File: src/rtl/mux_scan_serializer_pkg.sv
// Shared types and constants for the byte-to-bit scan serializer.
package mux_scan_serializer_pkg;

  localparam int WORD_BITS = 8;
  localparam int SEL_W     = 3;

  typedef enum logic [1:0] {
    ST_IDLE,
    ST_SHIFT,
    ST_PAR,
    ST_GAP
  } state_e;

  // Maps the beat counter onto the select-tree position for the chosen bit order.
  function automatic logic [SEL_W-1:0] scan_sel(input logic [SEL_W-1:0] cnt,
                                                input logic              msb_first);
    return msb_first ? (SEL_W'(WORD_BITS - 1) - cnt) : cnt;
  endfunction

endpackage

File: src/rtl/mux_scan_serializer_mux8to1.sv
// 8:1 select tree: routes one bit of the data word to the output.
module mux8to1 (
  input  logic [7:0] d,
  input  logic [2:0] sel,
  output logic       y
);

  assign y = d[sel];

endmodule

File: src/rtl/mux_scan_serializer.sv
// Parallel-to-serial front end: latches a byte, scans the 8:1 tree through all
// positions and emits a serial stream with first/last markers and optional parity.
module mux_scan_serializer
  import mux_scan_serializer_pkg::*;
#(
  parameter int MSB_FIRST  = 0,
  parameter int PARITY_EN  = 0,
  parameter int GAP_CYCLES = 0
) (
  input  logic       clk,
  input  logic       rst_n,
  input  logic       in_valid,
  input  logic [7:0] in_data,
  output logic       in_ready,
  output logic       ser_valid,
  output logic       ser_data,
  input  logic       ser_ready,
  output logic       ser_first,
  output logic       ser_last,
  output logic       busy
);

  localparam logic             MSB_BIT  = (MSB_FIRST != 0);
  localparam logic             PAR_BIT  = (PARITY_EN != 0);
  localparam logic             HAS_GAP  = (GAP_CYCLES > 0);
  localparam logic [3:0]       GAP_LAST = 4'(GAP_CYCLES - 1);
  localparam logic [SEL_W-1:0] CNT_LAST = SEL_W'(WORD_BITS - 1);

  state_e               state_q, state_d;
  logic [WORD_BITS-1:0] data_q, data_d;
  logic [SEL_W-1:0]     cnt_q, cnt_d;
  logic                 parity_q, parity_d;
  logic [3:0]           gap_q, gap_d;

  logic [SEL_W-1:0]     sel;
  logic                 tree_y;

  assign sel = scan_sel(cnt_q, MSB_BIT);

  mux8to1 u_tree (
    .d   (data_q),
    .sel (sel),
    .y   (tree_y)
  );

  always_comb begin
    state_d  = state_q;
    data_d   = data_q;
    cnt_d    = cnt_q;
    parity_d = parity_q;
    gap_d    = gap_q;
    unique case (state_q)
      ST_IDLE: begin
        if (in_valid) begin
          data_d   = in_data;
          cnt_d    = '0;
          parity_d = 1'b0;
          state_d  = ST_SHIFT;
        end
      end
      ST_SHIFT: begin
        if (ser_ready) begin
          parity_d = parity_q ^ tree_y;
          cnt_d    = cnt_q + 1'b1;
          if (cnt_q == CNT_LAST) begin
            if (PAR_BIT)      state_d = ST_PAR;
            else if (HAS_GAP) state_d = ST_GAP;
            else              state_d = ST_IDLE;
          end
        end
      end
      ST_PAR: begin
        if (ser_ready) state_d = HAS_GAP ? ST_GAP : ST_IDLE;
      end
      ST_GAP: begin
        // gap_q is zero on entry; leave after exactly GAP_CYCLES cycles here.
        if (gap_q == GAP_LAST) begin
          gap_d   = '0;
          state_d = ST_IDLE;
        end else begin
          gap_d = gap_q + 1'b1;
        end
      end
      default: state_d = ST_IDLE;
    endcase
  end

  always_ff @(posedge clk or negedge rst_n) begin
    if (!rst_n) begin
      state_q  <= ST_IDLE;
      data_q   <= '0;
      cnt_q    <= '0;
      parity_q <= 1'b0;
      gap_q    <= '0;
    end else begin
      state_q  <= state_d;
      data_q   <= data_d;
      cnt_q    <= cnt_d;
      parity_q <= parity_d;
      gap_q    <= gap_d;
    end
  end

  // Every output is a decode of registered state; handshake inputs never reach them.
  always_comb begin
    in_ready  = (state_q == ST_IDLE);
    busy      = (state_q != ST_IDLE);
    ser_valid = (state_q == ST_SHIFT) || (state_q == ST_PAR);
    ser_first = (state_q == ST_SHIFT) && (cnt_q == '0);
    ser_last  = ((state_q == ST_SHIFT) && (cnt_q == CNT_LAST) && !PAR_BIT) ||
                (state_q == ST_PAR);
    ser_data  = 1'b0;
    if (state_q == ST_SHIFT)    ser_data = tree_y;
    else if (state_q == ST_PAR) ser_data = parity_q;
  end

endmodule

File: config.mk
export PLATFORM = sky130hd
export DESIGN_NAME = mux_scan_serializer
export DESIGN_NICKNAME = d
export VERILOG_FILES = /design/src/rtl/mux_scan_serializer_pkg.sv /design/src/rtl/mux_scan_serializer_mux8to1.sv /design/src/rtl/mux_scan_serializer.sv
export SDC_FILE = /design/constraint.sdc
export NUM_CORES = 1
export LEC_CHECK = 0
export CAP_MARGIN = 20
export CORE_AREA = 2 2 46 48
export CTS_BUF_LIST = sky130_fd_sc_hd__clkbuf_16
export DETAILED_ROUTE_END_ITERATION = 7
export DIE_AREA = 0 0 48 50
export PLACE_DENSITY = 0.6
export SETUP_SLACK_MARGIN = 0.1
export SLEW_MARGIN = 40
export SYNTH_ARGS = -nofsm -noshare
export SYNTH_HDL_FRONTEND = slang
export SYNTH_SLANG_ARGS = --single-unit
File: constraint.sdc
create_clock -name clk -period 1.65 [get_ports clk]
set_input_delay 0.33 -clock clk [delete_from_list [all_inputs] [get_ports clk]]
set_output_delay 0.33 -clock clk [all_outputs]
set_load 0.005 [all_outputs]
==> key figures, run 1 <==
Placement
  – Post-Place Setup Slack: -277 ps
  – Post-Place Cells: 97
  – PortBufs: 17
  – Hpwl dp: approximately 840 um
  – Routability cong.: 0.708

Final layout
  – Final nets: 95
  – Antenna cell count: 0
  – Layout Utilization: 52.6%
  – Fraction of layout cells with a size suffix above 1: 44.9%
  – Count of non-filler cells in the finished layout: roughly 110
  – Most frequent cells in the layout: clkdlybuf4s50_1 (13), buf_4 (13), dfrtp_1 (12), mux2_2 (8)
  – Synthesis-to-layout area growth: 61.9%

Worst setup path
  – Startpoint types: flop
  – Reg2Reg Setup Slack: 200 ps
  – Slowest-stage cell, CP: mux4_2
  – CP Buf/Inv Count: 2
  – Arr. time, crit path: ~1600 ps
  – Setup crit end kind: primary output
  – Critical path required time: about 1300 ps
  – RR Startpoint: cnt_q[0]$_DFFE_PN0P_
  – Reg2reg end: state_q[0]$_DFFE_PN0P_
  – CP Cell Sequence: buf_6, mux4_2, a22o_1, buf_2
  – Critical path class: flop to primary output
  – Reg2Reg Depth: 7
  – Peak per-stage delay on the critical path: about 500 ps
  – Delay-heaviest family, CP: multiplexers
  – Critical path peak fanout: 2

Die
  – Die Y-Extent: 50 um
  – Die Area: 2400 um2
  – Io pins: 18
  – Core box area: 1900 um2
  – Row count: 16
  – Initial Util: 32.5%
  – Die width: between 40 and 50 um

Power
  – VDD IR max: 0.000980 V
  – LEAKAGE: between 0.4 and 0.5 nW
  – PwrDens: about 1700 nW/um2
  – Tot Pwr: 1.70 mW

Timing
  – Worst Tran Pin Value: 512 ps
  – Final Hold Fails: 0
  – Period utilization: 115%
  – Final worst setup slack: -245 ps
  – RSZ-0062 raised after global routing: yes
  – Final setup vio count: 3
  – Relative slew slack: 65.8%
  – Post-route setup TNS: -502 ps
  – Fin. max-slew vios: 0
  – Fmax: between 0.5 and 0.6 GHz
  – Clock skew: ~2.5 ps
  – Tmin final: 1900 ps

Global routing
  – GRT Max-Usage Layer: met2
  – Total track usage: between 10 and 15%
  – Grt met1 use: 16.5%
  – GR Overflow Total: 0
  – Vias in the first global route: between 400 and 500
  – First-pass GRT wire length: 2090 um
  – GR met2 Demand/Resource: between 10% and 20%
  – Met3 Use GR: under 10%
  – Pin count of the biggest net entering global routing: 13
  – Initial antenna violation count: 0

Route
  – Vias: 467
  – Drt first pass iters: 3
  – DRC: 0
  – 1st-iter DRT viols: 6
  – Routed WL per cell: between 10 and 15 um
  – Final WL: around 1300 um
  – ANT nets after route: 0
  – Vias per cell: roughly 4.4

Logic synthesis
  – Syn avg cell area: 13.4 um2
  – Cell variety after synth: 18
  – Synth Instances: 46
  – Syn Std Cell Area: 618 um2
  – Sequential area share after synthesis: 48.6%
  – FF+latch count, synth: 12
  – YS warnings: 0
  – Syn Nets: 61

Clock network
  – Post-CTS Hold Buffers: 0
  – Worst-Skew Late Latency: 230 ps
  – Clk root buf: clkbuf_16
  – H-tree depth: 1
  – CTS Sinks: 12
  – TritonCTS clock tree: yes
  – Max Buffers Root-to-Sink: 2
  – CTS Buf Count: 3
  – Clock transition at the registers of the reported paths: approximately 40 ps

Hold path
  – Worst hold path class: input port to asynchronous set/reset pin

Run
  – Max-cap check violation count: 0

Run status
  – Status: complete, but fails checks
  – Failing checks: setup timing
==> registers in the layout, summed over array words and instances, names as in the netlist <==
signal	count
cnt_q	3
data_q	8
state_q	1
==> worst max path at each step <==
stage                               startpoint       end  slack, ps  cells after the start
final                     cnt_q[0]$_DFFE_PN0P_  ser_data       -250                      4
after global routing      cnt_q[0]$_DFFE_PN0P_  ser_data       -280                      4
after CTS                 cnt_q[0]$_DFFE_PN0P_  ser_data       -240                      4
after detailed placement  cnt_q[0]$_DFFE_PN0P_  ser_data       -280                      3
after global placement    cnt_q[0]$_DFFE_PN0P_  ser_data       -250                      3
after floorplan           cnt_q[0]$_DFFE_PN0P_  ser_data        140                      2
==> final cells by class <==
cell class / instances / area, um2
Clock buffer: 3 / 75.1
Sequential cell: 12 / 300
Inverter: 3 / 11.3
Multi-Input combinational cell: 28 / 307
Fill cell: 172 / 901
Timing Repair Buffer: 32 / 274
Tap cell: 27 / 33.8
==> cell usage after synthesis <==
library cell | count | area share [%]
mux2i_1 | 2 | 3.2
buf_4 | 1 | 1.2
nor2_1 | 2 | 1.2
and3b_2 | 1 | 1.6
a31oi_1 | 1 | 1.0
dfrtp_1 | 12 | 49
o2bb2ai_1 | 1 | 1.4
a21o_2 | 1 | 1.4
a22o_1 | 1 | 1.4
ha_1 | 3 | 6.1
nand2_1 | 1 | 0.61
a32o_1 | 1 | 1.6
mux2_2 | 8 | 15
buf_2 | 2 | 1.6
nor2b_1 | 2 | 2.0
inv_1 | 3 | 1.8
mux4_1 | 2 | 8.5
and2_1 | 2 | 2.0
==> cells by family after synthesis <==
family / synth area share, %
flops: 48.6
simple gates: 7.49
compound gates: 6.88
mux: 26.3
buf+inv: 4.66
fa+ha+maj: 6.07
==> worst register-to-register path, stage by stage (launching register included) <==
cell     delay (ps)
dfrtp_1         400
buf_4           150
buf_6           110
ha_4            160
ha_4            150
buf_4           120
buf_4           120
a31oi_1         160
==> power by group <==
part,internal [mW],switching [mW],total [mW]
registers,0.433,0.0952,0.528
clock network,0.314,0.112,0.426
logic,0.494,0.253,0.747
==> repair_timing <==
| item | in CTS | in global routing |
|---|---|---|
| setup endpoints to repair | 6 | 3 |
| resized for setup | 19 | 3 |
| pin swaps | 1 | 2 |
| buffers inserted | 4 | 2 |
| cloned | 0 | 0 |
==> routing by layer <==
| layer | wire (um) | share of wire, % |
|---|---|---|
| met2 | 635 | 51 |
| met3 | 67 | 5.3 |
| met5 | 0 | 0 |
| met1 | 550 | 44 |
| met4 | 0 | 0 |
==> per-stage QoR <==
stage	hold slack, ps	cell area (um2)
after floorplan	34.4	618
after global placement	492	880
after detailed placement	491	880
after CTS	467	973
after global routing	495	1000
final	440	1000
Power figures use the tool's default switching activity.
==> inputs of run 2 (changes only) <==
- CTS_CLUSTER_SIZE: default -> 24
- SKIP_CTS_REPAIR_TIMING: default -> 1
==> run 2 against run 1 <==
  * Core utilization rose by 1.5 points
  * Power up 1.8%
  * Hold slack improved by 3.3 ps
  * The run still ends with setup timing left
  * Via count is 3.9% higher
  * Clock-buffer cell count unchanged
  * Clock skew fell by 1.4 ps
  * Critical path depth unchanged
  * Flip-flop and latch count unchanged
  * Non-clock buffer count rose by 2
==> key figures, run 2 (synthesis results as in run 1) <==
Run status
  – Status: complete, but fails checks
  – Failing checks: setup timing

Power
  – Tot Pwr: 1.73 mW (+1.8%)
  – P_int: 1.26 mW (+1.7%)
  – Sw power: 0.470 mW (+2.2%)
  – Logic pwr share: 44.4% (+0.5 points)
  – PwrDens: 1680 nW/um2 (-1.0%)
  – Clock power frac: 24.7% (-0.3 points)
  – Register share of total power: 31.0% (about the same)
  – VDD IR max: 0.000847 V (-14%)
  – LEAKAGE: 0.490 nW (+4.7%)
  – Switching portion of total power: 27.1% (+0.11 points)

Route
  – DRC: 0 (unchanged)
  – Vias per cell: 4.53 (+1.9%)
  – ANT nets after route: 0 (unchanged)
  – Drt first pass iters: 4 (+1)
  – Routed WL per cell: 12.4 um (+3.7%)
  – 1st-iter DRT viols: 7 (+1)
  – Vias: 485 (+3.9%)
  – Final WL: 1320 um (+5.7%)

Worst setup path
  – Critical path required time: 1320 ps (about the same)
  – Delay-heaviest family, CP: multiplexers
  – CP Buf/Inv Count: 2 (unchanged)
  – Reg2Reg Depth: 5 (-2)
  – CP Cell Sequence: buf_6, mux4_2, a22o_1, clkbuf_2
  – Reg2Reg Setup Slack: 190 ps (about the same)
  – Setup crit end kind: primary output
  – Peak per-stage delay on the critical path: 480 ps (about the same)
  – Critical path class: flop to primary output
  – Arr. time, crit path: 1570 ps (about the same)
  – Slowest-stage cell, CP: mux4_2
  – RR Startpoint: state_q[0]$_DFFE_PN0P_
  – Critical path peak fanout: 3 (+1)
  – Startpoint types: flop
  – Reg2reg end: data_q[7]$_DFFE_PN0P_

Final layout
  – Fraction of layout cells with a size suffix above 1: 47.5% (+2.6 points)
  – Layout Utilization: 54.1% (+1.5 points)
  – Largest registers: data_q: 8 flops, cnt_q: 3 flops, state_q: 1 flops
  – Final instance area: 1030 um2 (+2.9%)
  – Top reg by flops: data_q
  – Final nets: 97 (+2.1%)
  – Commonest non-fill, non-tap cell in the layout: buf_4
  – Count of non-filler cells in the finished layout: 107 (+1.9%)
  – Synthesis-to-layout area growth: 66.6%
  – Fillers: 178 (+3.5%)
  – Max reg flops: 8 (unchanged)
  – Most frequent cells in the layout: buf_4 (14), dfrtp_1 (11), clkdlybuf4s50_1 (11), mux2_2 (8)
  – Antenna cell count: 0 (unchanged)

Timing
  – Fmax: 0.527 GHz (-0.16%)
  – Clock skew: 1.17 ps (-1.38 ps)
  – Period utilization: 115% (+0.18 points)
  – Final Hold Fails: 0 (unchanged)
  – Relative slew slack: 65.3% (-0.52 points)
  – Post-route setup TNS: -531 ps (-28.6 ps)
  – RSZ-0062 raised after global routing: yes
  – Tmin final: 1900 ps (+3.01 ps)
  – Hold_ws: 443 ps (+3.31 ps)
  – Fin. max-slew vios: 0 (unchanged)
  – Worst Tran Pin Value: 519 ps (+7.75 ps)
  – Final worst setup slack: -248 ps (-3.01 ps)
  – Final setup vio count: 3 (unchanged)

Die
  – Die Area: 2400 um2 (unchanged)
  – Die width: 48 um (unchanged)
  – Io pins: 18 (unchanged)
  – Initial Util: 32.5% (unchanged)
  – Row count: 16 (unchanged)
  – Core box area: 1900 um2 (unchanged)
  – Die Y-Extent: 50 um (unchanged)

Placement
  – Post-Place Cells: 97 (unchanged)
  – PortBufs: 17 (unchanged)
  – Area after DPL: 880 um2 (unchanged)
  – Routability cong.: 0.708 (unchanged)
  – Hpwl dp: 839 um (unchanged)
  – Post-Place Setup Slack: -277 ps (unchanged)

Clock network
  – TritonCTS clock tree: yes
  – Worst-Skew Late Latency: 230 ps (about the same)
  – H-tree depth: 1 (unchanged)
  – CTS Buf Count: 3 (unchanged)
  – Clock transition at the registers of the reported paths: 40 ps (about the same)
  – Clk root buf: clkbuf_16
  – CTS Sinks: 12 (unchanged)
  – Max Buffers Root-to-Sink: 2 (unchanged)

Global routing
  – Vias in the first global route: 444 (-7.7%)
  – Total track usage: 11.1% (-1.3 points)
  – Pin count of the biggest net entering global routing: 13 (unchanged)
  – Initial antenna violation count: 0 (unchanged)
  – GR Overflow Total: 0 (unchanged)
  – First-pass GRT wire length: 1830 um (-13%)

Hold path
  – Worst hold path class: input port to asynchronous set/reset pin

Run
  – Max-cap check violation count: 0 (unchanged)
==> run 2: worst max-delay path by stage <==
stage	start	endpoint	slack, ps	depth (start not counted)
finish	cnt_q[0]$_DFFE_PN0P_	ser_data	-250	4
global route	cnt_q[0]$_DFFE_PN0P_	ser_data	-270	4
CTS	cnt_q[0]$_DFFE_PN0P_	ser_data	-540	3
detailed placement	cnt_q[0]$_DFFE_PN0P_	ser_data	-280	3
global placement	cnt_q[0]$_DFFE_PN0P_	ser_data	-250	3
floorplan	cnt_q[0]$_DFFE_PN0P_	ser_data	140	2
==> run 2: layer usage <==
layer | wire [um] | vias up | global-route usage (%)
met5 | 0 | - | 0
met4 | 6 | 0 | 5.41
met3 | 70 | 2 | 4.40
met2 | 709 | 20 | 16.2
met1 | 538 | 232 | 13.8
li1 | - | 231 | -
==> run 2: area by class of cell <==
cell class                 count  area [um2]  share of cell area, %
multi-input combinational     28         307                   29.8
sequential                    12         302                   29.3
timing repair buffer          34         302                   29.3
clock buffer                   3        75.1                   7.29
tap                           27        33.8                   3.28
inverter                       3        11.3                   1.09
==> run 2: power by group through the flow <==
stage	Sequential (mW)	Clock (mW)	Combinational, mW
after floorplan	0.507	0	0.360
after global placement	0.518	0	0.656
after detailed placement	0.520	0	0.662
after CTS	0.519	0.434	0.671
after global routing	0.557	0.451	0.845
final	0.537	0.427	0.768
==> inputs of run 3 (changes only) <==
- CTS_BUF_LIST: sky130_fd_sc_hd__clkbuf_16 -> sky130_fd_sc_hd__clkbuf_4 sky130_fd_sc_hd__clkbuf_8
==> run 3 against run 2 <==
  * The run still ends with setup timing left
  * Largest cell class is now registers
  * Core utilization fell by 4.9 points
  * Cell count is 2.8% lower
  * Worst setup slack worse by 17 ps
  * Critical path depth is the same
  * Cell area down 9.0%
  * Flip-flop and latch count did not move
  * Non-clock buffer count is 3 lower
  * Hold slack worse by 47 ps
  * Global-route usage shrank 0.50 points
  * Sequential power shrank 3%
  * Maximum frequency fell by 0.87%
  * Clock power fell by 59%
==> key figures, run 3 (synthesis results as in run 1) <==
Run status
  – Status: complete, but fails checks
  – Failing checks: setup timing

Power
  – Register share of total power: 37.7% (+6.7 points)
  – PwrDens: 1470 nW/um2 (-12%)
  – Switching portion of total power: 29.4% (+2.3 points)
  – P_int: 0.973 mW (-23%)
  – Sw power: 0.406 mW (-14%)
  – VDD IR max: 0.000761 V (-10%)
  – Logic pwr share: 49.6% (+5.2 points)
  – Clock power frac: 12.7% (-12 points)
  – LEAKAGE: 0.466 nW (-4.9%)
  – Tot Pwr: 1.38 mW (-20%)

Worst setup path
  – CP Depth: 4 (unchanged)
  – Reg2Reg Depth: 5 (unchanged)
  – Startpoint types: flop
  – Slowest-stage cell, CP: mux4_2
  – RR Startpoint: state_q[0]$_DFFE_PN0P_
  – Arr. time, crit path: 1580 ps (about the same)
  – Reg2reg end: data_q[4]$_DFFE_PN0P_
  – Reg2Reg Setup Slack: 190 ps (about the same)
  – CP Launch Point: cnt_q[0]$_DFFE_PN0P_
  – Critical path peak fanout: 2 (-1)
  – Critical path required time: 1320 ps (about the same)
  – Peak per-stage delay on the critical path: 490 ps (about the same)
  – Delay-heaviest family, CP: multiplexers
  – Critical path class: flop to primary output
  – Worst Setup EP: ser_data
  – CP Buf/Inv Count: 2 (unchanged)
  – CP Cell Sequence: buf_6, mux4_2, a22o_1, clkbuf_2
  – Setup crit end kind: primary output

Placement
  – PortBufs: 17 (unchanged)
  – Hpwl dp: 839 um (unchanged)
  – Routability cong.: 0.708 (unchanged)
  – Post-Place Cells: 97 (unchanged)

Final layout
  – Synthesis-to-layout area growth: 51.6%
  – Top reg by flops: data_q
  – Antenna cell count: 0 (unchanged)
  – Final nets: 94 (-3.1%)
  – Fraction of layout cells with a size suffix above 1: 42.9% (-4.6 points)
  – Most frequent cells in the layout: dfrtp_1 (12), buf_4 (12), clkdlybuf4s50_1 (11), mux2_2 (8), dlymetal6s2s_1 (4)
  – Count of non-filler cells in the finished layout: 104 (-2.8%)
  – Max reg flops: 8 (unchanged)
  – Largest registers: data_q: 8 flops, cnt_q: 3 flops, state_q: 1 flops

Timing
  – RSZ-0062 raised after global routing: yes
  – Fin. max-slew vios: 0 (unchanged)
  – Tmin final: 1910 ps (+16.6 ps)
  – Fmax: 0.522 GHz (-0.87%)
  – Relative slew slack: 65.4% (+0.16 points)
  – Final Hold Fails: 0 (unchanged)
  – Period utilization: 116% (+1.0 points)
  – Post-route setup TNS: -387 ps (+144 ps)
  – Final setup vio count: 2 (-1)
  – Clock skew: 4.28 ps (+3.11 ps)
  – Final worst setup slack: -265 ps (-16.6 ps)
  – Worst Tran Pin Value: 517 ps (-2.34 ps)

Global routing
  – GR Overflow Total: 0 (unchanged)
  – Vias in the first global route: 429 (-3.4%)
  – Pin count of the biggest net entering global routing: 13 (unchanged)
  – First-pass GRT wire length: 1700 um (-6.8%)
  – Initial antenna violation count: 0 (unchanged)
  – Total track usage: 10.6% (-0.50 points)

Die
  – Io pins: 18 (unchanged)
  – Core box area: 1900 um2 (unchanged)
  – Die Y-Extent: 50 um (unchanged)
  – Row count: 16 (unchanged)
  – Initial Util: 32.5% (unchanged)
  – Die Area: 2400 um2 (unchanged)
  – Die width: 48 um (unchanged)

Clock network
  – CTS Sinks: 12 (unchanged)
  – Worst-Skew Late Latency: 270 ps (+40 ps)
  – H-tree depth: 1 (unchanged)
  – CTS Buf Count: 3 (unchanged)
  – Clock transition at the registers of the reported paths: 70 ps (+30 ps)
  – TritonCTS clock tree: yes
  – Clk root buf: clkbuf_4
  – Max Buffers Root-to-Sink: 2 (unchanged)

Route
  – DRC: 0 (unchanged)
  – Drt first pass iters: 2 (-2)
  – Vias per cell: 4.49 (-0.93%)
  – 1st-iter DRT viols: 6 (-1)
  – Final WL: 1210 um (-8.8%)
  – Routed WL per cell: 11.6 um (-6.2%)
  – Vias: 467 (-3.7%)
  – ANT nets after route: 0 (unchanged)

Run
  – Max-cap check violation count: 0 (unchanged)

Hold path
  – Worst hold path class: input port to asynchronous set/reset pin
[run 3: layer usage]
metal	part of all wire, %	up-vias	wire length (um)	track usage, %
met3	5.4	5	65	3.30
met5	0	-	0	0
li1	-	227	-	-
met4	3.3	0	40	8.11
met2	45	17	542	14.0
met1	46	218	559	13.7
[run 3: layout make-up]
cell class	count	area (um2)
multi-input combinational	28	287
tap	27	33.8
inverter	3	11.3
fill	185	965
timing repair buffer	31	283
sequential	12	300
clock buffer	3	22.5
[run 3: power by group through the flow]
stage	registers [mW]	logic, mW	clock network (mW)
4_1_cts	0.513	0.666	0.184
3_5_place_dp	0.520	0.662	0
6_report	0.520	0.685	0.175
3_3_place_gp	0.518	0.656	0
2_1_floorplan	0.507	0.360	0
5_1_grt	0.541	0.757	0.198
[run 3: how the worst min path moves through the flow]
stage                                startpoint                    end  slack [ps]  cells past startpoint
after floorplan                           rst_n   cnt_q[0]$_DFFE_PN0P_          30                      0
after CTS                                 rst_n  data_q[2]$_DFFE_PN0P_         410                      1
after global routing                      rst_n  data_q[1]$_DFFE_PN0P_         430                      1
final                                     rst_n  data_q[7]$_DFFE_PN0P_         400                      1
after detailed placement  data_q[3]$_DFFE_PN0P_  data_q[3]$_DFFE_PN0P_         490                      1
after global placement    data_q[1]$_DFFE_PN0P_  data_q[1]$_DFFE_PN0P_         490                      1
[run 3: per-stage QoR]
| step | util, % | cell area, um2 | hold slack, ps | setup WS, ps |
|---|---|---|---|---|
| 2_1_floorplan | - | 618 | 34.4 | 142 |
| 3_5_place_dp | 46.3 | 880 | 491 | -277 |
| 5_1_grt | 49.3 | 937 | 426 | -319 |
| 4_1_cts | 47.4 | 902 | 413 | -587 |
| 6_report | 49.3 | 937 | 396 | -265 |
| 3_3_place_gp | 46.3 | 880 | 492 | -247 |
